### src/rtl/irq_ctrl.sv
// Interrupt controller for the risc5 CPU: edge-detected, maskable request sources
// with fixed priority, a single registered irq line and intAck/RTI in-service tracking.
module irq_ctrl #(
   parameter int NUM_IRQ = 8
) (
   input  logic               clk,
   input  logic               rst,
   input  logic               wait_req,
   input  logic [NUM_IRQ-1:0] src,
   input  logic               intack,
   input  logic               rti,
   output logic               irq,
   input  logic               stb,
   input  logic               wr,
   input  logic               addr,
   input  logic [31:0]        data_in,
   output logic [31:0]        data_out
);

   logic [NUM_IRQ-1:0] src_q;
   logic [NUM_IRQ-1:0] pending;
   logic [NUM_IRQ-1:0] en_mask;
   logic [NUM_IRQ-1:0] rise;
   logic [NUM_IRQ-1:0] active;
   logic [NUM_IRQ-1:0] ack_clr;
   logic [NUM_IRQ-1:0] sw_clr;
   logic [NUM_IRQ-1:0] pending_next;
   logic               in_service;
   logic [3:0]         cur_num;
   logic [3:0]         sel;
   logic               sel_valid;
   logic               ack;
   logic               ret;
   logic               wr_en;
   logic               wr_clr;
   logic [15:0]        en_ext;
   logic [15:0]        pend_ext;
   logic               unused_data;

   assign rise        = src & ~src_q;
   assign active      = pending & en_mask;
   assign ack         = intack & ~wait_req;
   assign ret         = rti & ~wait_req;
   assign wr_en       = stb & wr & ~addr;
   assign wr_clr      = stb & wr & addr;
   assign unused_data = ^data_in;

   // Scan from the top down so the lowest active index is the one left in sel.
   always_comb begin
      sel       = 4'hF;
      sel_valid = 1'b0;
      for (int i = NUM_IRQ - 1; i >= 0; i--) begin
         if (active[i]) begin
            sel       = 4'(i);
            sel_valid = 1'b1;
         end
      end
   end

   always_comb begin
      ack_clr = '0;
      for (int i = 0; i < NUM_IRQ; i++) begin
         ack_clr[i] = ack & sel_valid & (sel == 4'(i));
      end
      sw_clr       = wr_clr ? data_in[NUM_IRQ-1:0] : '0;
      // A fresh rising edge outranks any clear hitting the same bit.
      pending_next = (pending & ~(ack_clr | sw_clr)) | rise;
   end

   always_comb begin
      en_ext                 = '0;
      pend_ext               = '0;
      en_ext[NUM_IRQ-1:0]    = en_mask;
      pend_ext[NUM_IRQ-1:0]  = pending;
      data_out               = '0;
      if (stb && !wr) begin
         data_out = addr ? {in_service, 27'b0, cur_num} : {en_ext, pend_ext};
      end
   end

   // src_q tracks src even in reset so sources already high at release stay quiet.
   always_ff @(posedge clk) begin
      src_q <= src;
      if (!rst) begin
         pending    <= '0;
         en_mask    <= '0;
         in_service <= 1'b0;
         cur_num    <= 4'hF;
         irq        <= 1'b0;
      end else begin
         pending <= pending_next;
         if (wr_en) begin
            en_mask <= data_in[NUM_IRQ-1:0];
         end
         if (ack) begin
            cur_num    <= sel;
            in_service <= 1'b1;
         end else if (ret) begin
            in_service <= 1'b0;
         end
         irq <= (|active) & ~in_service & ~ack;
      end
   end

endmodule
### config.mk
export PLATFORM = sky130hd
export DESIGN_NAME = irq_ctrl
export DESIGN_NICKNAME = d
export VERILOG_FILES = /design/src/rtl/irq_ctrl.sv
export SDC_FILE = /design/constraint.sdc
export NUM_CORES = 1
export LEC_CHECK = 0
export ABC_AREA = 1
export ABC_CLOCK_PERIOD_IN_PS = 1500
export BUFFER_PORTS_ARGS = -buffer_cell sky130_fd_sc_hd__buf_4
export CORE_MARGIN = 8
export CORE_UTILIZATION = 42
export CTS_CLUSTER_SIZE = 14
export DETAILED_ROUTE_END_ITERATION = 8
export HOLD_SLACK_MARGIN = 0.06
export PLACE_DENSITY = 0.76
export SKIP_CTS_REPAIR_TIMING = 1
export SLEW_MARGIN = 10
export SYNTH_ARGS = -nofsm -noshare
export SYNTH_HDL_FRONTEND = slang
export SYNTH_SLANG_ARGS = --single-unit
### constraint.sdc
create_clock -name clk -period 1.5 [get_ports clk]
set_input_delay 0.3 -clock clk [delete_from_list [all_inputs] [get_ports clk]]
set_output_delay 0.3 -clock clk [all_outputs]
set_load 0.02 [all_outputs]
==> metrics.csv, run 1 <==
metric,value,unit
Worst Hold Class,input pin to register,
fin crit share,0.950,
critical path startpoint category,input pin,
Die Y,75.6,um
CTS tree,yes,
total track usage,0.133,
worst-path maximum fanout,3,
PD cells,912,nW/um2
post-synthesis sequential area ratio,0.403,
setup slack at placement,0.00395,ns
most frequent cells after synthesis,"39 x nand2_1, 30 x dfxtp_1, 29 x nor2_1, 23 x inv_1, 21 x a21oi_1",
fraction of layout cells with a size suffix above 1,0.293,
GR Overflow Total,0,
maxcap violations,0,
antenna cells,0,
"Cell Count, Final, Fillers Out",309,
"Req. time, crit path",1.20,ns
num rows,21,
Final Skew,0.00878,ns
DPL Wire Length,2.89,mm
fmax,702,MHz
worst path cell trace,buf_4 -> nor2_2 -> buf_4 -> o21ai_0 -> a21oi_1 -> buf_4,
vias per cell,4.53,
Port Buffer Count,41,
synth unique cells,22,
slowest CP cell,a21oi_1,
"area leader, netlist",dfxtp_1,
logic gate share of total power,0.165,
internal power,1270,uW
minimum clock period,1.43,ns
WL/cell,11.8,um
main area contributors after synthesis,"dfxtp_1 40%, nand2_1 9.8%, buf_4 7.6%",
switching fraction of total power,0.273,
initial core utilization,0.443,
DRT Pass-1 Iters,4,
WHS,0.0808,ns
I/O pin cnt,81,
yosys warns,0,
Post-synth EDFFs,0,
number of global-route vias before repair,1311,
final worst slack,0.0745,ns
clk buf depth,2,
Pleak,0.000929,uW
cell area after synthesis,1490,um2
Flop pwr share,0.496,
"Design Area, Final",1920,um2
Placed Cells incl. Taps,298,
Placer Congestion,0.885,
final total power,1750,uW
CP most frequent cell,buf_4,
Yosys top cell area share,0.403,
initial drt markers,68,
DR DRC count,0,
Core ar.,3360,um2
Worst-path clk slew,0.08,ns
data arrival time of the critical path,1.13,ns
share of total power in the clock network,0.339,
area delta synth->final,28.9,%
total CTS buffers,5,
Fin. Hold Viols,0,
status,finished clean,
ys async rst share,0,
Final Slew Violations,0,
first-pass GRT wire length,5.84,mm
Post-Syn Instances,211,
setup violators final,0,
"flops & latches, synth",30,
Vias,1399,
Peak VDD IR,0.567,mV
full die area,5710,um2
Worst path max stage delay,0.17,ns
Net Switching,479,uW
Crit Path Class,input pin to output port,
Sink Count,30,
dpl cell area,1810,um2
crit end category,output port,
Final nets,310,
drt total wl,3.66,mm
R2R Setup Slk,0.22,ns
largest net degree at the start of global routing,16,
CTS root buf,clkbuf_4,
die extent in x,75.6,um
clk_lat worst skew,0.33,ns
cell with the most instances after synthesis,nand2_1,
Post-DRT Antenna Nets,0,
H-tree depth,2,
Mapped Avg Cell Area,7.07,um2
antenna violations before repair,0,
Most used DFF post-synth,dfxtp_1,
==> cell type report <==
class | count | area, um2
fillers | 340 | 1440
repair buffers | 47 | 360
flip-flops and latches | 30 | 601
multi-input cells | 150 | 719
well taps | 46 | 57.6
clock buffers | 8 | 78.8
inverters | 28 | 105
==> through the flow <==
stage	TNS [ns]	util
final	0	0.571
after global routing	-0.00715	0.571
after CTS	0	0.562
after detailed placement	0	0.538
after global placement	0	0.538
after floorplan	0	-
==> metal layers <==
layer / vias to the layer above / share of wire / GRT usage
li1: 735 / - / -
met1: 601 / 0.42 / 0.153
met2: 56 / 0.46 / 0.219
met3: 7 / 0.095 / 0.0447
met4: 0 / 0.016 / 0.0618
met5: - / 0 / 0
==> worst paths after layout <==
| check | startpoint | end | cells past startpoint |
|---|---|---|---|
| worst max register to register | en_mask[0] | pending[1] | 7 |
| worst max-delay path | wr | data_out[1] | 6 |
| worst min-delay path | src[3] | src_q[3] | 1 |
| worst min register to register | in_service | irq | 1 |
==> power by group through the flow <==
stage	Combinational (uW)	Sequential [uW]	Clock, uW
2_1_floorplan	202	883	0
3_3_place_gp	275	887	0
3_5_place_dp	278	889	0
4_1_cts	279	870	609
5_1_grt	319	876	640
6_report	289	870	594
==> cells by family (layout without fill, tap and decap cells) <==
family | after synthesis | in the layout | synth area share
AOI/OAI and AO/OA | 40 | 40 | 0.148
DFF | 30 | 30 | 0.403
buffers and inverters | 45 | 83 | 0.152
other | 1 | 15 | 0.00251
and+or+nand+nor | 95 | 95 | 0.295
==> sequential cells by signal (all words and copies together) (netlist names) <==
signal	flops
in_service	1
irq	1
pending	8
en_mask	8
cur_num	4
src_q	8
==> layout by cell type (no fill, tap or decap), types with 3 or more instances in the layout <==
master	n
nand3_1	7
nor2_2	4
buf_4	44
a21oi_1	21
nor2_4	3
nand2_2	8
o21ai_0	15
clkbuf_4	5
nand2_1	39
dlygate4sd3_1	3
clkbuf_8	3
nand4_1	3
inv_2	5
inv_1	23
dfxtp_1	30
nor2_1	28
conb_1	15
==> worst max-delay path: cells and delay by family <==
kind                   cells  cell delay, ns
buffers and inverters      3            0.44
and+or+nand+nor            1            0.14
AOI/OAI and AO/OA          2            0.24
Power figures use the tool's default switching activity.
==> run 2, diff against run 1 <==
==> constraint.sdc (replaced) <==
create_clock -name clk -period 1.5 [get_ports clk]
set_input_delay 0.15 -clock clk [delete_from_list [all_inputs] [get_ports clk]]
set_output_delay 0.15 -clock clk [all_outputs]
set_load 0.02 [all_outputs]
==> run 2 against run 1 <==
  * Register-to-register slack about the same
  * Largest cell class unchanged
  * Clock skew down 0.0060 ns
  * Total power up 3.0%
  * Flip-flop and latch count unchanged
  * Utilization up 1.8 points
  * Sequential share of layout area down 0.95 points
  * Setup slack better by 0.13 ns
  * Combinational power up 4%
  * Routed wire length up 0.16%
  * First-iteration DRC count down 2.9%
  * Critical path depth up 2
==> metrics.csv, run 2 (same netlist as run 1, synthesis figures left out) <==
metric,value,unit,change
H-tree depth,2,,unchanged
CTS tree,yes,,unchanged
final worst slack,0.207,ns,was 0.0745 ns
minimum clock period,1.29,ns,was 1.43 ns
Sink Count,30,,unchanged
logic gate share of total power,0.166,,was 0.165
DR DRC count,0,,unchanged
initial core utilization,0.443,,unchanged
setup slack at placement,0.254,ns,was 0.00395 ns
Port Buffer Count,41,,unchanged
full die area,5710,um2,unchanged
switching fraction of total power,0.271,,was 0.273
Final nets,316,,was 310
maxcap violations,0,,unchanged
DPL Wire Length,2.84,mm,was 2.89 mm
Net Switching,489,uW,was 479 uW
Reg2Reg Depth,8,,was 7
Fillers,351,,was 340
antenna cells,0,,unchanged
RSZ-0062 raised after global routing,false,,
Die Y,75.6,um,unchanged
Final Slew Violations,0,,unchanged
data arrival time of the critical path,1.51,ns,was 1.13 ns
setup violators final,0,,unchanged
num rows,21,,unchanged
Vias,1424,,"was 1,399"
initial drt markers,66,,was 68
PD cells,911,nW/um2,was 912 nW/um2
crit end category,register,,was output port
drt total wl,3.67,mm,was 3.66 mm
GR Overflow Total,0,,unchanged
total CTS buffers,5,,unchanged
Final Skew,0.00283,ns,was 0.00878 ns
CTS root buf,clkbuf_4,,unchanged
Largest regs,"en_mask: 8 flops, pending: 8 flops, src_q: 8 flops",,unchanged
most frequent cells in the layout,"43 x buf_4, 39 x nand2_1, 30 x dfxtp_1",,"was 44 x buf_4, 39 x nand2_1, 30 x dfxtp_1"
"commonest non-fill, non-tap cell in the layout",buf_4,,unchanged
Flop pwr share,0.482,,was 0.496
critical path startpoint category,register,,was input pin
die extent in x,75.6,um,unchanged
clk buf depth,2,,unchanged
internal power,1320,uW,was 1270 uW
I/O pin cnt,81,,unchanged
Peak VDD IR,0.709,mV,was 0.567 mV
vias per cell,4.52,,was 4.53
antenna violations before repair,0,,unchanged
worst-path maximum fanout,4,,was 3
status,finished clean,,unchanged
WL/cell,11.6,um,was 11.8 um
fmax,773,MHz,was 702 MHz
Crit Path Class,register to register,,was input pin to output port
Core ar.,3360,um2,unchanged
hold path cells,3,,was 1
fraction of layout cells with a size suffix above 1,0.271,,was 0.293
number of global-route vias before repair,1302,,"was 1,311"
largest net degree at the start of global routing,16,,unchanged
DRT Pass-1 Iters,4,,unchanged
Final Core Density,0.589,,was 0.571
"Req. time, crit path",1.71,ns,was 1.20 ns
area delta synth->final,32.9,%,was 28.9%
first-pass GRT wire length,5.64,mm,was 5.84 mm
share of total power in the clock network,0.352,,was 0.339
fin crit share,0.862,,was 0.950
clk_lat worst skew,0.33,ns,about the same
Post-DRT Antenna Nets,0,,unchanged
final total power,1810,uW,was 1750 uW
Pleak,0.000945,uW,was 0.000929 uW
total track usage,0.131,,was 0.133
Worst-path clk slew,0.10,ns,was 0.08 ns
Setup TNS,0,ns,unchanged
Placer Congestion,0.901,,was 0.885
Worst Hold Class,input pin to register,,unchanged
Fin. Hold Viols,0,,unchanged
run 2: area by class of cell:
type	count	area, um2	area share
Multi-Input combinational cell	150	717	0.362
Sequential cell	30	601	0.303
Timing Repair Buffer	53	423	0.213
Inverter	28	105	0.0530
Tap cell	46	57.6	0.0290
Clock buffer	6	41.3	0.0208
Clock inverter	2	37.5	0.0189
run 2: worst max-delay path, stage by stage (launching register included):
cell	delay, ns
dfxtp_1	0.36
nand2_2	0.11
nand2_2	0.10
nor2_4	0.15
nand2_2	0.09
nor2_4	0.12
nand4_1	0.11
nand2_1	0.09
a21oi_2	0.05
run 2: routing by layer:
metal  part of all wire  global-route usage
met5                  0                   0
met4              0.015              0.0576
met3              0.087              0.0368
met2               0.48               0.218
met1               0.42               0.154
run 2: final timing paths:
check | from | to | slack (ns)
min | data_in[3] | en_mask[3] | 0.05
min reg2reg | in_service | irq | 0.46
max reg2reg | en_mask[0] | pending[5] | 0.21
max | en_mask[0] | pending[5] | 0.21
run 2: stage by stage:
stage          cell area, um2  instances  hold slack, ns
2_1_floorplan            1540        225           0.178
3_3_place_gp             1800        297           0.265
3_5_place_dp             1800        297           0.265
4_1_cts                  1880        305         -0.0882
5_1_grt                  1980        315          0.0626
6_report                 1980        315          0.0529
run 2: power groups by stage:
stage	registers, uW	logic (uW)	clock network [uW]
after floorplan	883	202	0
after global placement	887	273	0
after detailed placement	888	277	0
after CTS	869	278	646
after global routing	875	333	672
final	870	300	636
